<file path="config.mk">
export PLATFORM = sky130hd
export DESIGN_NAME = seq_main_controller
export DESIGN_NICKNAME = d
export VERILOG_FILES = /design/src/rtl/seq_main_ctrl_pkg.sv /design/src/rtl/seq_row_counter.sv /design/src/rtl/seq_main_controller.sv
export SDC_FILE = /design/constraint.sdc
export NUM_CORES = 1
export LEC_CHECK = 0
export ABC_AREA = 1
export CAP_MARGIN = 10
export CORE_AREA = 2 2 44 46
export CTS_BUF_LIST = sky130_fd_sc_hd__clkbuf_8 sky130_fd_sc_hd__clkbuf_16
export CTS_CLUSTER_SIZE = 28
export DETAILED_ROUTE_END_ITERATION = 12
export DIE_AREA = 0 0 46 48
export HOLD_SLACK_MARGIN = 0.08
export PLACE_DENSITY = 0.78
export SYNTH_ARGS = -nofsm -noshare
export SYNTH_HDL_FRONTEND = slang
export SYNTH_SLANG_ARGS = --single-unit
</file>
<file path="constraint.sdc">
create_clock -name clk -period 1.6 [get_ports clk]
set_input_delay 0.24 -clock clk [delete_from_list [all_inputs] [get_ports clk]]
set_output_delay 0.24 -clock clk [all_outputs]
set_load 0.05 [all_outputs]
</file>
<file path="src/rtl/seq_main_ctrl_pkg.sv">
// Shared types and helpers for the row-sequencing main controller.
package seq_main_ctrl_pkg;

    localparam int unsigned DEFAULT_MAX_ROWS = 10;
    localparam int unsigned DEFAULT_ADDR_W   = 4;

    typedef enum logic [2:0] {
        StIdle,
        StArm,
        StMul,
        StMulDone,
        StWriteOut
    } state_t;

    function automatic logic row_count_ok(input int unsigned count, input int unsigned max_rows);
        return (count >= 1) && (count <= max_rows);
    endfunction

endpackage

</file>
<file path="src/rtl/seq_row_counter.sv">
// done_row edge detector and row counter with terminal compare.
module seq_row_counter
    import seq_main_ctrl_pkg::*;
#(
    parameter int unsigned ADDR_W = DEFAULT_ADDR_W
) (
    input  logic              clk,
    input  logic              n_reset,
    input  logic              done_row,
    input  logic              clear,
    input  logic              enable,
    input  logic [ADDR_W-1:0] rows_m1,
    output logic              row_evt,
    output logic [ADDR_W-1:0] count,
    output logic              last_row
);

    logic              done_row_q;
    logic [ADDR_W-1:0] count_q;
    logic [ADDR_W-1:0] count_d;

    // A level held high for several cycles counts as a single row completion.
    assign row_evt  = done_row & ~done_row_q;
    assign last_row = (count_q == rows_m1);
    assign count    = count_q;

    always_comb begin
        count_d = count_q;
        if (clear) begin
            count_d = '0;
        end else if (enable && row_evt) begin
            count_d = last_row ? '0 : count_q + ADDR_W'(1);
        end
    end

    always_ff @(posedge clk or negedge n_reset) begin
        if (!n_reset) begin
            done_row_q <= 1'b0;
            count_q    <= '0;
        end else begin
            done_row_q <= done_row;
            count_q    <= count_d;
        end
    end

endmodule

</file>
<file path="src/rtl/seq_main_controller.sv">
// Main controller: sequences row multiplications and hands the result to the writer.
// Optional per-row watchdog enabled by defining SEQ_MAIN_CTRL_ROW_TIMEOUT_EN.
module seq_main_controller
    import seq_main_ctrl_pkg::*;
#(
    parameter int unsigned MAX_ROWS    = DEFAULT_MAX_ROWS,
    parameter int unsigned ADDR_W      = DEFAULT_ADDR_W,
    parameter int unsigned TIMEOUT_CYC = 255
) (
    input  logic              clk,
    input  logic              n_reset,
    input  logic              data_stored,
    input  logic [ADDR_W-1:0] row_count,
    input  logic              done_row,
    input  logic              abort,
    input  logic              out_ack,
    output logic [ADDR_W-1:0] res_add,
    output logic              begin_mult,
    output logic              done_calc,
    output logic              busy,
    output logic              cfg_err
`ifdef SEQ_MAIN_CTRL_ROW_TIMEOUT_EN
    ,
    output logic              timeout_err
`endif
);

    if (MAX_ROWS < 1 || MAX_ROWS > 2 ** ADDR_W) begin : g_bad_max_rows
        $error("MAX_ROWS must lie in 1..2**ADDR_W");
    end
    if (TIMEOUT_CYC < 1) begin : g_bad_timeout
        $error("TIMEOUT_CYC must be at least 1");
    end

    state_t            state_q;
    state_t            state_d;
    logic [ADDR_W-1:0] rows_m1_q;
    logic [ADDR_W-1:0] rows_m1_d;
    logic              cfg_err_q;
    logic              cfg_err_d;
    logic              start_ok;
    logic              start_acc;
    logic              row_evt;
    logic              last_row;
    logic [ADDR_W-1:0] row_idx;
    logic              cnt_clear;
    logic              timeout_hit;

    assign start_ok  = row_count_ok(32'(row_count), MAX_ROWS);
    assign start_acc = (state_q == StIdle) && data_stored && start_ok;
    assign cnt_clear = (state_q != StMul) || abort || timeout_hit;

    seq_row_counter #(
        .ADDR_W (ADDR_W)
    ) u_row_counter (
        .clk      (clk),
        .n_reset  (n_reset),
        .done_row (done_row),
        .clear    (cnt_clear),
        .enable   (state_q == StMul),
        .rows_m1  (rows_m1_q),
        .row_evt  (row_evt),
        .count    (row_idx),
        .last_row (last_row)
    );

`ifdef SEQ_MAIN_CTRL_ROW_TIMEOUT_EN
    localparam int unsigned WD_W = $clog2(TIMEOUT_CYC + 1);

    logic [WD_W-1:0] wd_q;
    logic [WD_W-1:0] wd_d;
    logic            timeout_err_q;
    logic            timeout_err_d;

    // A row event on the limit cycle wins over the timeout.
    assign timeout_hit = (state_q == StMul) && !row_evt && (wd_q == WD_W'(TIMEOUT_CYC - 1));

    always_comb begin
        wd_d          = '0;
        timeout_err_d = timeout_err_q;
        if (state_q == StMul && !row_evt) begin
            wd_d = wd_q + WD_W'(1);
        end
        if (start_acc) begin
            timeout_err_d = 1'b0;
        end
        if (timeout_hit) begin
            timeout_err_d = 1'b1;
        end
    end

    always_ff @(posedge clk or negedge n_reset) begin
        if (!n_reset) begin
            wd_q          <= '0;
            timeout_err_q <= 1'b0;
        end else begin
            wd_q          <= wd_d;
            timeout_err_q <= timeout_err_d;
        end
    end

    assign timeout_err = timeout_err_q;
`else
    assign timeout_hit = 1'b0;
`endif

    always_comb begin
        state_d   = state_q;
        rows_m1_d = rows_m1_q;
        cfg_err_d = 1'b0;
        case (state_q)
            StIdle: begin
                if (data_stored) begin
                    if (start_ok) begin
                        rows_m1_d = row_count - ADDR_W'(1);
                        state_d   = StArm;
                    end else begin
                        cfg_err_d = 1'b1;
                    end
                end
            end
            StArm:      state_d = StMul;
            StMul:      if (row_evt && last_row) state_d = StMulDone;
            StMulDone:  state_d = StWriteOut;
            StWriteOut: if (out_ack) state_d = StIdle;
            default:    state_d = StIdle;
        endcase
        // Cancellation outranks row completion and acknowledge.
        if (state_q != StIdle && (abort || timeout_hit)) begin
            state_d = StIdle;
        end
    end

    always_ff @(posedge clk or negedge n_reset) begin
        if (!n_reset) begin
            state_q   <= StIdle;
            rows_m1_q <= '0;
            cfg_err_q <= 1'b0;
        end else begin
            state_q   <= state_d;
            rows_m1_q <= rows_m1_d;
            cfg_err_q <= cfg_err_d;
        end
    end

    assign res_add    = (state_q == StMul) ? row_idx : '0;
    assign begin_mult = (state_q == StMul);
    assign done_calc  = (state_q == StWriteOut);
    assign busy       = (state_q != StIdle);
    assign cfg_err    = cfg_err_q;

endmodule

</file>
-- Word level (Yosys, flattened, before mapping)
Index checks and enable logic that the tools add are counted.
- word-level logic and storage cells: 44
- flip-flop bits (word level): 13
- output and inout port bits: 8
- bits of input ports: 10
- reductions and logical operators: 10
- bitwise operators: 2
- order comparisons: 2
- muxes and demuxes: 13
- equality and inequality tests: 10
- $add $sub $neg: 2
- operators with widths (cell ; count):
    $mux W4 ; 4
    $mux W3 ; 5
    $pmux W3 S5 ; 1
    $ne A3 B2 Y1 const B ; 4
    $eq A3 B2 Y1 const B ; 2
    $add A4 B1 Y4 const B ; 1
    $eq A4 B4 Y1 ; 1
    $ge A4 B1 Y1 const B ; 1
    $le A4 B4 Y1 const B ; 1
    $logic_and A1 B1 Y1 ; 4
    $reduce_and A4 Y1 ; 1
    $sub A4 B1 Y4 const B ; 1
    $eq A3 B1 Y1 const B ; 1
    $eq A3 B3 Y1 const B ; 1
    $logic_not A3 Y1 ; 1
    $mux W1 ; 3
    $ne A3 B3 Y1 const B ; 1
    $reduce_and A3 Y1 ; 1
    $reduce_bool A3 Y1 ; 1
    $reduce_bool A2 Y1 ; 1
    $and A1 B1 Y1 ; 1
    $logic_or A1 B1 Y1 ; 1
    $not A1 Y1 ; 1

-- Logic depth before layout (Yosys ltp)
- depth after elaboration: 6
- mapped depth: 9
- mapped depth without buffers: 9

-- Hierarchy
Synthesis repeated with hierarchy kept, for this count alone.
- cells, all modules: 127
- area, all modules: 935.9 sq um
- by module, submodules not included (module ; instances ; cells an instance ; area each (sq um) ; sequential area each (sq um)):
    seq_main_controller ; 1 ; 77 ; 586.8 ; 200.2
    seq_row_counter ; 1 ; 50 ; 349.1 ; 125.1

-- Worst setup path before layout
Ideal clock, no wire load.
- path type: reg-to-reg
- start point: reg state_q[1]
- end point: reg state_q[0]
- cell stages (with the launch flop): 5
- data required time: 1.484 ns
- arrival time: 1.905 ns
- path slack: -0.422 ns
- setup time: 0.116 ns
- period minus slack after synthesis: 2.022 ns
- buffers on the path: 0
- path through: dfrtp_1 > nor3_1 > nand2_1 > nand3_1 > nor2_1
- elaborated cells on any way between the ends: 14
- classes of those cells: 8 x eq/ne; 2 x mux; 4 x reduce/logical
- RTL lines (item ; line ; source):
    from (decl) ; seq_main_controller.sv:35 ; state_t state_q;
    from (signal assigned) ; seq_main_controller.sv:136 ; state_q <= StIdle;
    from (signal assigned) ; seq_main_controller.sv:140 ; state_q <= state_d;
    $eq A3 B3 Y1 (*) ; - ;
    named net done_calc ; seq_main_controller.sv:19 ; output logic done_calc,
    $pmux W3 S5 / $ne A3 B2 Y1 (equally long branches) ; - ;
    $mux W3 / $reduce_and A4 Y1 (equally long branches) ; - ;
The timed path passes the listed nets; every way through them passes the cells marked *.
A chain may end at the register's enable or synchronous reset.

-- Worst setup path after layout
- start point: reg state_q[2]
- end point: out res_add[0]
- cells in the longest elaborated chain, start to end: 2
- ends and longest elaborated chain (item ; line ; source):
    $eq A3 B2 Y1 ; seq_main_controller.sv:146 ; assign res_add = (state_q == StMul) ? row_idx : '0;
    $mux W4 ; seq_main_controller.sv:146 ;
    to (decl) ; seq_main_controller.sv:17 ; output logic [ADDR_W-1:0] res_add,
Every way passes these cells.

==> results_tabular.tex <==
\begin{tabular}{lr}
\hline
Metric & Value \\
\hline
\multicolumn{2}{l}{\textbf{Logic synthesis}} \\
\quad Cell Area, Synth & about 860 um2 \\
\quad Synthesized Nets & 127 \\
\quad Post-synthesis sequential element count & 13 \\
\quad Syn avg cell area & 7.62 um2 \\
\quad Seq/Total Area, Yosys & 37.8\% \\
\quad Total of warnings raised by yosys & 0 \\
\quad Cell variety after synth & 24 \\
\quad Synthesized instance count & approximately 110 \\
\multicolumn{2}{l}{\textbf{Cells and area}} \\
\quad Commonest cells after routing, fill and taps aside & sky130\_fd\_sc\_hd\_\_nand2\_1, sky130\_fd\_sc\_hd\_\_inv\_1, sky130\_fd\_sc\_hd\_\_dfrtp\_1, sky130\_fd\_sc\_hd\_\_clkdlybuf4s50\_1 \\
\quad Final nets & 151 \\
\quad Final non-filler cell total & 153 \\
\quad Antenna fix cells & 0 \\
\quad Most common cell after layout, fill and taps aside & sky130\_fd\_sc\_hd\_\_nand2\_1 \\
\quad Area added between synthesis and finish & 38.4\% \\
\quad Fraction of layout instances using a drive strength above 1 & approximately 22\% \\
\quad Fillers & 135 \\
\multicolumn{2}{l}{\textbf{Pwr}} \\
\quad Clk network pwr share & 17.5\% \\
\quad Switching power of the nets & 0.703 mW \\
\quad Peak VDD IR & 0.853 mV \\
\quad P\_leak & 0.625 nW \\
\quad Power consumption & around 1.6 mW \\
\quad Sw frac & 43.7\% \\
\quad Proportion of power drawn by flip-flops and latches & 31.2\% \\
\quad Portion of total power attributed to combinational logic & 51.3\% \\
\quad Internal Power & 0.906 mW \\
\quad Pwr/cell area & 1350 nW/um2 \\
\multicolumn{2}{l}{\textbf{Detailed routing}} \\
\quad Initial DRC Count & 24 \\
\quad Total length of routed met2 wires & 1.12 mm \\
\quad Via density per instance & 5.16 \\
\quad WL final & 1.90 mm \\
\quad Remaining design rule violation count & 0 \\
\quad Max Used Layer & met4 \\
\quad Routed length on met1 & 664 um \\
\quad Average routed wire per standard cell & 12.4 um \\
\quad Number of vias after detailed routing & a little under 800 \\
\quad Metal3 WL & 87 um \\
\quad Number of detailed-route iterations in the first pass & 4 \\
\quad Number of nets still failing antenna checks after routing & 0 \\
\multicolumn{2}{l}{\textbf{STA}} \\
\quad Final min period & roughly 1600 ps \\
\quad Worst rel slew slack & 59.8\% \\
\quad Final Setup Violations & 0 \\
\quad Transition at the pin with the smallest max-transition slack & 601 ps \\
\quad Unrepaired setup endpoints after global routing & true \\
\quad Max-slew violation count & 0 \\
\quad Max Clk Rate & 0.633 GHz \\
\quad Clock Skews & about 1.7 ps \\
\quad Final number of hold-violating endpoints & 0 \\
\quad Period utilisation layout & 98.7\% \\
\multicolumn{2}{l}{\textbf{Critical path}} \\
\quad Biggest fanout along the worst timing path & 7 \\
\quad Worst r2r src & state\_q[2] \\
\quad Critical path start-end classification & register to output pin \\
\quad Crit-path slowest cell & sky130\_fd\_sc\_hd\_\_dfrtp\_1 \\
\quad Critical Path, Cell by Cell & nor2\_4 > nand2\_4 > nor2\_1 > buf\_12 \\
\quad Kind of launch point of the worst setup path & register \\
\quad Reg-to-reg setup timing slack & $\sim$310 ps \\
\quad Worst r2r dst & rows\_m1\_q[1] \\
\quad Critical Path AT & 1340 ps \\
\quad Slowest cell delay on critical path & $\sim$430 ps \\
\quad Critical Path Sink Type & output pin \\
\quad Req. time, crit path & roughly 1400 ps \\
\quad Worst Reg2Reg Path Length in Cells & 6 \\
\multicolumn{2}{l}{\textbf{Place}} \\
\quad RD Place Congestion & between 0.8 and 0.9 \\
\quad Post-placement cell count & 149 \\
\quad Post-detailed-placement half-perimeter wirelength & between 1.5 and 2 mm \\
\quad Quantity of I/O buffers inserted on ports & 17 \\
\multicolumn{2}{l}{\textbf{Clock tree}} \\
\quad H-tree level count & 1 \\
\quad Clock tree from TritonCTS & yes \\
\quad Worst skew pair latency & between 200 and 250 ps \\
\quad TritonCTS sink count & 13 \\
\quad Clock root buffer master & sky130\_fd\_sc\_hd\_\_clkbuf\_8 \\
\quad Total clock buffers created by CTS & 3 \\
\quad Quantity of hold-fixing buffers added after cts & 0 \\
\quad Maximum clock insertion buffer count & 2 \\
\quad Worst-path clk slew & 60 ps \\
\quad Post-CTS Setup Bufs & 0 \\
\multicolumn{2}{l}{\textbf{Die}} \\
\quad Initial Util & 51.0\% \\
\quad Total core area & 1690 um2 \\
\quad Chip height & roughly 48 um \\
\quad Placement Rows & 15 \\
\quad Die width & 46 um \\
\quad Area of the die & 2210 um2 \\
\quad I/O pin cnt & 18 \\
\multicolumn{2}{l}{\textbf{Global routing}} \\
\quad First-pass GRT wire length & 3.09 mm \\
\quad Pin count of the biggest net entering global routing & 14 \\
\quad Total global routing overflow & 0 \\
\quad Global router's overall resource usage & 20.6\% \\
\quad Number of global-route vias before repair & 759 \\
\quad Number of antenna violations at the first check in global routing & 0 \\
\multicolumn{2}{l}{\textbf{Hold path}} \\
\quad Worst hold-check path type & input port to asynchronous set/reset pin \\
\multicolumn{2}{l}{\textbf{Status}} \\
\quad Result of the run & complete, no violations \\
\multicolumn{2}{l}{\textbf{Flow run}} \\
\quad Maximum Capacitance Violations & 0 \\
\hline
\end{tabular}
[cells in the mapped netlist]
cell type                   n  area share, %
sky130_fd_sc_hd__a21boi_1   1           0.87
sky130_fd_sc_hd__and3_2     1           0.87
sky130_fd_sc_hd__clkinv_2   1           0.58
sky130_fd_sc_hd__dfrtp_1   13             38
sky130_fd_sc_hd__ha_1       4            5.8
sky130_fd_sc_hd__inv_1     20            8.7
sky130_fd_sc_hd__inv_2      1           0.44
sky130_fd_sc_hd__nand2_1   33             14
sky130_fd_sc_hd__nand2_2    2            1.5
sky130_fd_sc_hd__nand2_4    2            2.6
sky130_fd_sc_hd__nand3_1    6            3.5
sky130_fd_sc_hd__nand3b_1   1           0.87
sky130_fd_sc_hd__nand4_1    2            1.5
sky130_fd_sc_hd__nand4_4    1            2.5
sky130_fd_sc_hd__nor2_1     9            3.9
sky130_fd_sc_hd__nor2_2     2            1.5
sky130_fd_sc_hd__nor2_4     1            1.3
sky130_fd_sc_hd__nor2_8     1            2.3
sky130_fd_sc_hd__nor3_1     1           0.58
sky130_fd_sc_hd__o21ai_0    3            1.7
sky130_fd_sc_hd__o21ai_1    3            1.7
sky130_fd_sc_hd__o21ai_2    1            1.0
sky130_fd_sc_hd__xnor2_1    1            1.0
sky130_fd_sc_hd__xor2_1     3            3.1
[power by group through the flow]
stage	combinational, mW	sequential, mW	clock (mW)
final	0.825	0.502	0.282
after global routing	0.909	0.516	0.309
after CTS	0.829	0.499	0.284
after detailed placement	0.820	0.501	0
after global placement	0.786	0.496	0
after floorplan	0.528	0.496	0
[cells by family (layout without fill, tap and decap cells)]
logic type | after synthesis | in the layout | share of synthesized area [%]
AOI/OAI and AO/OA | 8 | 8 | 5.38
xor gates and xnor gates | 4 | 4 | 4.07
adders and majority gates | 4 | 4 | 5.81
buffers and inverters | 22 | 45 | 9.74
DFF | 13 | 13 | 37.8
and+or+nand+nor | 62 | 62 | 37.2
[worst max-delay path by stage]
stage               depth (start not counted)           end  slack (ps)    startpoint
detailed placement                          8  rows_m1_q[1]         -90  row_count[0]
finish                                      4    res_add[0]          20    state_q[2]
floorplan                                   3    res_add[0]          50    state_q[0]
global placement                            7  rows_m1_q[3]          20  row_count[0]
global route                                4    res_add[0]         -30    state_q[2]
CTS                                         4    res_add[1]           6    state_q[0]
[layout make-up]
| cell class | instances | area [um2] | area share, % |
|---|---|---|---|
| multi-input combinational | 78 | 462 | 38.8 |
| timing repair buffer | 19 | 253 | 21.2 |
| clock inverter | 1 | 3.75 | 0.315 |
| clock buffer | 3 | 41.3 | 3.47 |
| inverter | 22 | 83.8 | 7.04 |
| tap | 17 | 21.3 | 1.79 |
| sequential | 13 | 327 | 27.4 |
[sequential cells by signal, summed over array words and instances, names as in the netlist]
signal	count
u_row_counter.count	4
u_row_counter.done_row_q	1
cfg_err	1
rows_m1_q	4
state_q	3
[critical path: cells and delay by family, from the launching register on]
kind | cells | cell delay, ps
buf+inv | 1 | 160
flops | 1 | 430
simple gates | 3 | 510
[what timing repair did]
item	CTS	global route
setup endpoints to repair	1	4
gates resized for setup	1	2
cloned	0	0
[per-layer routing]
layer,up-vias,GRT usage [%]
li1,391,-
met1,371,20.6
met2,24,40.3
met3,4,4.91
met4,0,8.57
met5,-,0
[through the flow]
step	area [um2]	worst slack [ps]	hold WS, ps	setup TNS (ps)	util, %
2_1_floorplan	866	47.6	-55.6	0	-
5_1_grt	1190	-34.3	404	-65.9	70.5
3_5_place_dp	1140	-89.4	500	-299	67.5
4_1_cts	1190	6.13	400	0	70.3
6_report	1190	20.7	384	0	70.5
3_3_place_gp	1140	18.5	498	0	67.5
Note: power is estimated with default switching activity, not from simulation.
